==> config.mk <==
export PLATFORM = sky130hd
export DESIGN_NAME = encoder_seq
export DESIGN_NICKNAME = d
export VERILOG_FILES = /design/src/rtl/encoder_seq.sv
export SDC_FILE = /design/constraint.sdc
export NUM_CORES = 1
export LEC_CHECK = 0
export CORE_ASPECT_RATIO = 1.1
export CORE_MARGIN = 5
export CORE_UTILIZATION = 42
export DETAILED_ROUTE_END_ITERATION = 7
export GPL_ROUTABILITY_DRIVEN = 0
export GPL_TIMING_DRIVEN = 0
export MAX_ROUTING_LAYER = met4
export PLACE_DENSITY = 0.75
export SLEW_MARGIN = 10
export SYNTH_ARGS = -nofsm -noshare
export SYNTH_HDL_FRONTEND = slang
export SYNTH_SLANG_ARGS = --single-unit
==> constraint.sdc <==
create_clock -name clk -period 8.6 [get_ports clk]
set_input_delay 2.15 -clock clk [delete_from_list [all_inputs] [get_ports clk]]
set_output_delay 2.15 -clock clk [all_outputs]
set_load 0.005 [all_outputs]
==> src/rtl/encoder_seq.sv <==
// Sequential 4-to-2 encoder: sticky pending capture, valid/ready issue, saturating drop counter.
// Optional macro ENC_ROUND_ROBIN_EN switches selection from fixed priority to round-robin.
module encoder_seq #(
    parameter int CNT_W = 8
) (
    input  logic             clk,
    input  logic             rst,
    input  logic             decoder_00,
    input  logic             decoder_01,
    input  logic             decoder_02,
    input  logic             decoder_03,
    output logic [1:0]       num,
    output logic             num_valid,
    input  logic             num_ready,
    output logic [3:0]       pending,
    output logic [CNT_W-1:0] drop_cnt
);

    logic [1:0]       num_q, num_d;
    logic             num_valid_q, num_valid_d;
    logic [3:0]       pending_q, pending_d;
    logic [CNT_W-1:0] drop_cnt_q, drop_cnt_d;

    logic [3:0]       line_s;
    logic             load_s;
    logic             found_s;
    logic [1:0]       sel_s;
    logic [3:0]       clr_s;
    logic [3:0]       drop_vec_s;
    logic [2:0]       drop_num_s;
    logic [CNT_W+2:0] drop_sum_s;
    logic [CNT_W+2:0] drop_max_s;

`ifdef ENC_ROUND_ROBIN_EN
    logic [1:0] rr_ptr_q, rr_ptr_d;
    logic [1:0] cand_s;

    // Round-robin pick: search pending from rr_ptr+1 upward, wrapping 3 -> 0.
    always_comb begin
        found_s = 1'b0;
        sel_s   = 2'd0;
        cand_s  = 2'd0;
        for (int k = 0; k < 4; k++) begin
            cand_s = rr_ptr_q + 2'(k + 1);
            if (!found_s && pending_q[cand_s]) begin
                found_s = 1'b1;
                sel_s   = cand_s;
            end else begin
                found_s = found_s;
            end
        end
    end
`else
    // Fixed-priority pick: lowest pending index wins.
    always_comb begin
        found_s = |pending_q;
        sel_s   = 2'd0;
        for (int k = 3; k >= 0; k--) begin
            if (pending_q[k]) begin
                sel_s = 2'(k);
            end else begin
                sel_s = sel_s;
            end
        end
    end
`endif

    // Next-state: capture, issue handshake and saturating drop accounting.
    always_comb begin
        line_s      = {decoder_03, decoder_02, decoder_01, decoder_00};
        load_s      = ~num_valid_q | num_ready;
        clr_s       = 4'b0000;
        num_d       = num_q;
        num_valid_d = num_valid_q;
        drop_num_s  = 3'd0;

        if (load_s) begin
            if (found_s) begin
                num_d       = sel_s;
                num_valid_d = 1'b1;
                clr_s       = 4'b0001 << sel_s;
            end else begin
                num_valid_d = 1'b0;
            end
        end else begin
            num_valid_d = num_valid_q;
        end

        // A line that is set in the same cycle its bit clears keeps the bit and is not a drop.
        pending_d  = (pending_q & ~clr_s) | line_s;
        drop_vec_s = line_s & pending_q & ~clr_s;
        for (int k = 0; k < 4; k++) begin
            drop_num_s = drop_num_s + {2'b00, drop_vec_s[k]};
        end

        drop_sum_s = {3'b000, drop_cnt_q} + {{CNT_W{1'b0}}, drop_num_s};
        drop_max_s = {3'b000, {CNT_W{1'b1}}};
        if (drop_sum_s > drop_max_s) begin
            drop_cnt_d = {CNT_W{1'b1}};
        end else begin
            drop_cnt_d = drop_sum_s[CNT_W-1:0];
        end
    end

`ifdef ENC_ROUND_ROBIN_EN
    // Pointer follows the most recently selected line.
    always_comb begin
        if (load_s && found_s) begin
            rr_ptr_d = sel_s;
        end else begin
            rr_ptr_d = rr_ptr_q;
        end
    end

    // Round-robin pointer register; reset to 3 so the first search starts at line 0.
    always_ff @(posedge clk) begin
        if (rst) begin
            rr_ptr_q <= 2'd3;
        end else begin
            rr_ptr_q <= rr_ptr_d;
        end
    end
`endif

    // State registers; reset discards any held index.
    always_ff @(posedge clk) begin
        if (rst) begin
            num_q       <= 2'd0;
            num_valid_q <= 1'b0;
            pending_q   <= 4'b0000;
            drop_cnt_q  <= {CNT_W{1'b0}};
        end else begin
            num_q       <= num_d;
            num_valid_q <= num_valid_d;
            pending_q   <= pending_d;
            drop_cnt_q  <= drop_cnt_d;
        end
    end

    assign num       = num_q;
    assign num_valid = num_valid_q;
    assign pending   = pending_q;
    assign drop_cnt  = drop_cnt_q;

endmodule

Word level (Yosys, flattened, before mapping)
Index checks and enable logic that the tools add are counted.
- add/sub/neg operators: 4
- order comparisons: 1
- shift-type cells: 1
- muxes and demuxes: 8
- bitwise operators: 7
- reduce and logical (&&, ||, !) cells: 2
- operator list (kind ; count):
    4-bit bitwise AND ; 3
    8-bit by 3-bit adder with 9-bit output ; 1
    9-bit by 8-bit greater-than comparator with 1-bit output, second input constant ; 1
    2-bit two-way mux ; 4
    4-bit two-way mux ; 2
    8-bit two-way mux ; 1
    4-bit inverter ; 1
    4-bit OR ; 1
    4-bit OR reduction ; 1
    1-bit by 2-bit << shifter with 4-bit output, first input constant ; 1
    2-bit by 1-bit adder with 3-bit output ; 1
    3-bit by 1-bit adder with 3-bit output ; 1
    1-bit by 1-bit adder with 2-bit output ; 1
    2-bit AND reduction ; 1
    1-bit two-way mux ; 1
    1-bit inverter ; 1
    1-bit OR ; 1
- register bits: 15
- output and inout bits: 15
- word-level logic and storage cells: 27

Longest topological paths before layout
- depth after elaboration: 15
- mapped depth: 10
- gate-level depth less buffers: 10

Least setup slack after synthesis
No wires, ideal clock.
- kind: input port to flip-flop
- from: input num_ready
- to: register drop_cnt_q[6], in the netlist drop_cnt[6]
- data arrival time: 4084 ps
- required time: 8480 ps
- setup slack: 4396 ps
- stages on the path: 10
- path through: nor2b_4 nand2b_1 nand3_1 fa_1 fa_1 inv_1 fa_1 nand3_1 nor3b_1 nor3_1
- longest elaborated chain between the ends: 10
- RTL lines (item ; line ; source):
    from (decl) ; 14 ; input logic num_ready,
    1-bit OR * ; 71 ; load_s = ~num_valid_q | num_ready;
    4-bit two-way mux * ; 77 ; if (load_s) begin
    4-bit inverter * ; 91 ; drop_vec_s = line_s & pending_q & ~clr_s;
    4-bit bitwise AND * ; 91 ;
    1-bit by 1-bit adder with 2-bit output ; 93 ; drop_num_s = drop_num_s + {2'b00, drop_vec_s[k]};
    2-bit by 1-bit adder with 3-bit output ; 93 ;
    3-bit by 1-bit adder with 3-bit output * ; 93 ;
    8-bit by 3-bit adder with 9-bit output * ; 96 ; drop_sum_s = {3'b000, drop_cnt_q} + {{CNT_W{1'b0}}, drop_num_s};
    9-bit by 8-bit greater-than comparator with 1-bit output ; 98 ; if (drop_sum_s > drop_max_s) begin
    8-bit two-way mux * ; 98 ;
    to (signal assigned) ; 131 ; drop_cnt_q <= {CNT_W{1'b0}};
    to (signal assigned) ; 136 ; drop_cnt_q <= drop_cnt_d;
    to (decl) ; 22 ; logic [CNT_W-1:0] drop_cnt_q, drop_cnt_d;
Mark *: on every way between the ends. The rest lies on a longest branch, timed or not.
A chain may end at the register's enable or synchronous reset.

Final worst setup path
Same ends and word-level chain as after synthesis.

==> summary.md <==
| Metric | Value |
|---|---|
| Status | `complete, no violations` |
| Routed len/inst | `12.7 µm` |
| Initial DRC count | `9` |
| Die area | `between 2000 and 3000 µm²` |
| Most common cell after layout, fill and taps aside | `clkdlybuf4s50_1` |
| DR DRC count | `0` |
| Global-route wire length before repair | `2.86 mm` |
| Cell leakage power | `between 0.0003 and 0.0004 µW` |
| Ys async rst share | `0%` |
| Setup ws final | `just over 4000 ps` |
| Worst slack at placement | `roughly 3700 ps` |
| #FFs+latches synth | `15` |
| Synthesized area per cell | `8.96 µm²` |
| Htree depth | `1` |
| Area grow syn2layout | `36.0%` |
| Max IR drop VDD | `about 0.00011 V` |
| Post-synthesis mux area share | `1.40%` |
| Crit Path Class | `input port to flop` |
| Reg-to-Reg Start | `num_valid` |
| Largest net degree at the start of global routing | `11` |
| Total wire length | `between 1.5 and 2 mm` |
| Max cap viols | `0` |
| Simple-Gate Fraction of Synth Area | `21.6%` |
| Rows | `15` |
| Vias/cell | `between 5 and 6` |
| Vias in the first global route | `about 660` |
| Critical R2R Capture | `drop_cnt[6]` |
| FF-to-FF path depth | `10` |
| Min-Delay Startpoint | `num[1]` |
| Hold worst-path end | `num[1]` |
| Most frequent cells in the layout | `21 x clkdlybuf4s50_1, 15 x dfxtp_1, 12 x a21oi_1, 9 x nor2_1, 8 x inv_1` |
| Mapped Nets | `about 90` |
| Layout Cells excl Fill | `between 100 and 150` |
| Worst slew margin | `between 70% and 80%` |
| Post-route cell area | `slightly below 1000 µm²` |
| CTS Buf Count | `3` |
| Initial antenna violation count | `0` |
| Pin slew with the least headroom to its limit | `approximately 410 ps` |
| Clock buffer depth | `2` |
| Hold Violations, Final | `0` |
| Ant. Diodes | `0` |
| Synth Cell Area | `~700 µm²` |
| DP Wirelength | `approximately 1.2 mm` |
| Share of layout cells above drive strength 1 | `under 10%` |
| CP endpoint kind | `flop` |
| Worst skew pair latency | `between 200 and 300 ps` |
| R2R Setup Slk | `~6000 ps` |
| XOR/XNOR share of the synthesized area | `under 10%` |
| Antenna-violating nets left | `0` |
| Chip Width | `slightly below 50 µm` |
| CTS sink cnt | `15` |
| Nets | `117` |
| Distinct cells, synth | `25` |
| Setup violators final | `0` |
| Post-synth EDFFs | `0` |
| CTS Hold Bufs | `0` |
| Placed Cells | `roughly 120` |
| Setup repair after global routing missed its margin | `no` |
| Resize count post-CTS | `0` |
| Hold WC Path Type | `flop to flop` |
| Worst hold path depth | `2` |
| Die Span Y | `between 50 and 60 µm` |
| Initial Util | `approximately 45%` |
| Cells after Synth | `80` |
| Via count | `between 600 and 700` |
| Main combinational cell family by area after synthesis | `simple AND/OR/NAND/NOR gates` |
| Crit share post-route | `approximately 53%` |
| Pwr dens | `about 150 nW/µm²` |
| CTS tree | `built` |
| Crit path max fanout | `7` |
| Compound-gate portion of the synthesized area | `between 10% and 20%` |
| Sequential area share after synthesis | `roughly two fifths` |
| Post-CTS Setup Bufs | `0` |
| Final slew viol count | `0` |
| Synth warn | `0` |
| Core footprint | `around 1600 µm²` |
| Worst EP required | `8770 ps` |
| Min cycle time layout | `4580 ps` |
| Adder-cell share of the synthesized area | `between 10 and 15%` |
| Final Power | `143 µW` |
| CTS clk-pin slew, worst paths | `around 80 ps` |
| Setup TNS | `0 ps` |
| GRT Residual Overflow | `0` |
| FMAX | `roughly 220 MHz` |
| CTS Root Cell | `clkbuf_4` |
| DRT Pass-1 Iters | `3` |
| Gr usage total | `14.4%` |
| CP startpoint kind | `input port` |
| Area after DPL | `948 µm²` |
| WP data arrival | `about 4800 ps` |
| Port bufs | `21` |
| IO Pins | `22` |
| Fin Clk Skew | `roughly 7.5 ps` |
| Ys flop type | `dfxtp_1` |
-- how the worst max path moves through the flow --
stage / depth (start not counted) / slack, ps / from / to
after detailed placement: 11 / 3700 / num_ready / drop_cnt[6]
final: 11 / 4020 / num_ready / drop_cnt[6]
after global placement: 10 / 3720 / num_ready / drop_cnt[0]
after CTS: 11 / 4010 / num_ready / drop_cnt[6]
after global routing: 11 / 3810 / num_ready / drop_cnt[6]
after floorplan: 10 / 4400 / num_ready / drop_cnt[6]
-- kinds of logic after synthesis --
| group | Yosys count |
|---|---|
| DFF | 15 |
| buffers and inverters | 9 |
| adders and majority gates | 4 |
| and+or+nand+nor | 28 |
| AOI/OAI and AO/OA | 20 |
| muxes | 1 |
| xor gates and xnor gates | 3 |
-- routing by layer --
metal / track usage, % / vias up / share of wire, %
met5: - / - / 0
met4: 7.86 / 0 / 1.4
met3: 3.66 / 2 / 6.8
met2: 22.7 / 21 / 45
met1: 16.8 / 297 / 47
li1: - / 321 / -
-- final cells by class --
cell class                 instances  area, µm²
fill                             146        621
inverter                           8       30.0
tap                               17       21.3
sequential                        15        300
multi-input combinational         56        383
clock buffer                       4       26.3
timing repair buffer              21        210
buffer                             1       3.75
-- critical path, cell delays in order --
cell             delay, ps
clkdlybuf4s50_1        440
nor2b_4                180
nand2b_1               190
nand3_1                110
fa_1                   470
fa_1                   450
inv_1                   80
fa_1                   290
nand3_1                100
nor3b_1                200
nor3_1                  70
-- synthesized netlist by cell type (2+ instances only) --
library cell	count	area share, %
fa_1	3	8.4
nand3_1	5	3.5
a21oi_1	12	8.4
nor2_1	9	4.7
a31oi_1	2	1.7
nand2b_1	2	1.7
nor3_1	4	2.8
o21ai_0	3	2.1
or2_2	2	1.7
inv_1	8	4.2
dfxtp_1	15	42
xnor2_1	2	2.4
-- metrics by stage --
step | hold WS [ps] | utilization, %
after global routing | 543 | 61.1
final | 501 | 61.1
after global placement | 484 | 59.5
after detailed placement | 487 | 59.5
after floorplan | 477 | -
after CTS | 508 | 61.1
-- state kept, by name, indices dropped and copies added (netlist names) --
register,count
drop_cnt,8
num_valid,1
num,2
pending,4
-- power breakdown --
part / leakage, µW / switching (µW) / internal (µW)
sequential: 0.000123 / 3.07 / 73.3
clock: 0.0000150 / 22.7 / 18.0
combinational: 0.000237 / 10.7 / 14.7
Note: power is estimated with default switching activity, not from simulation.
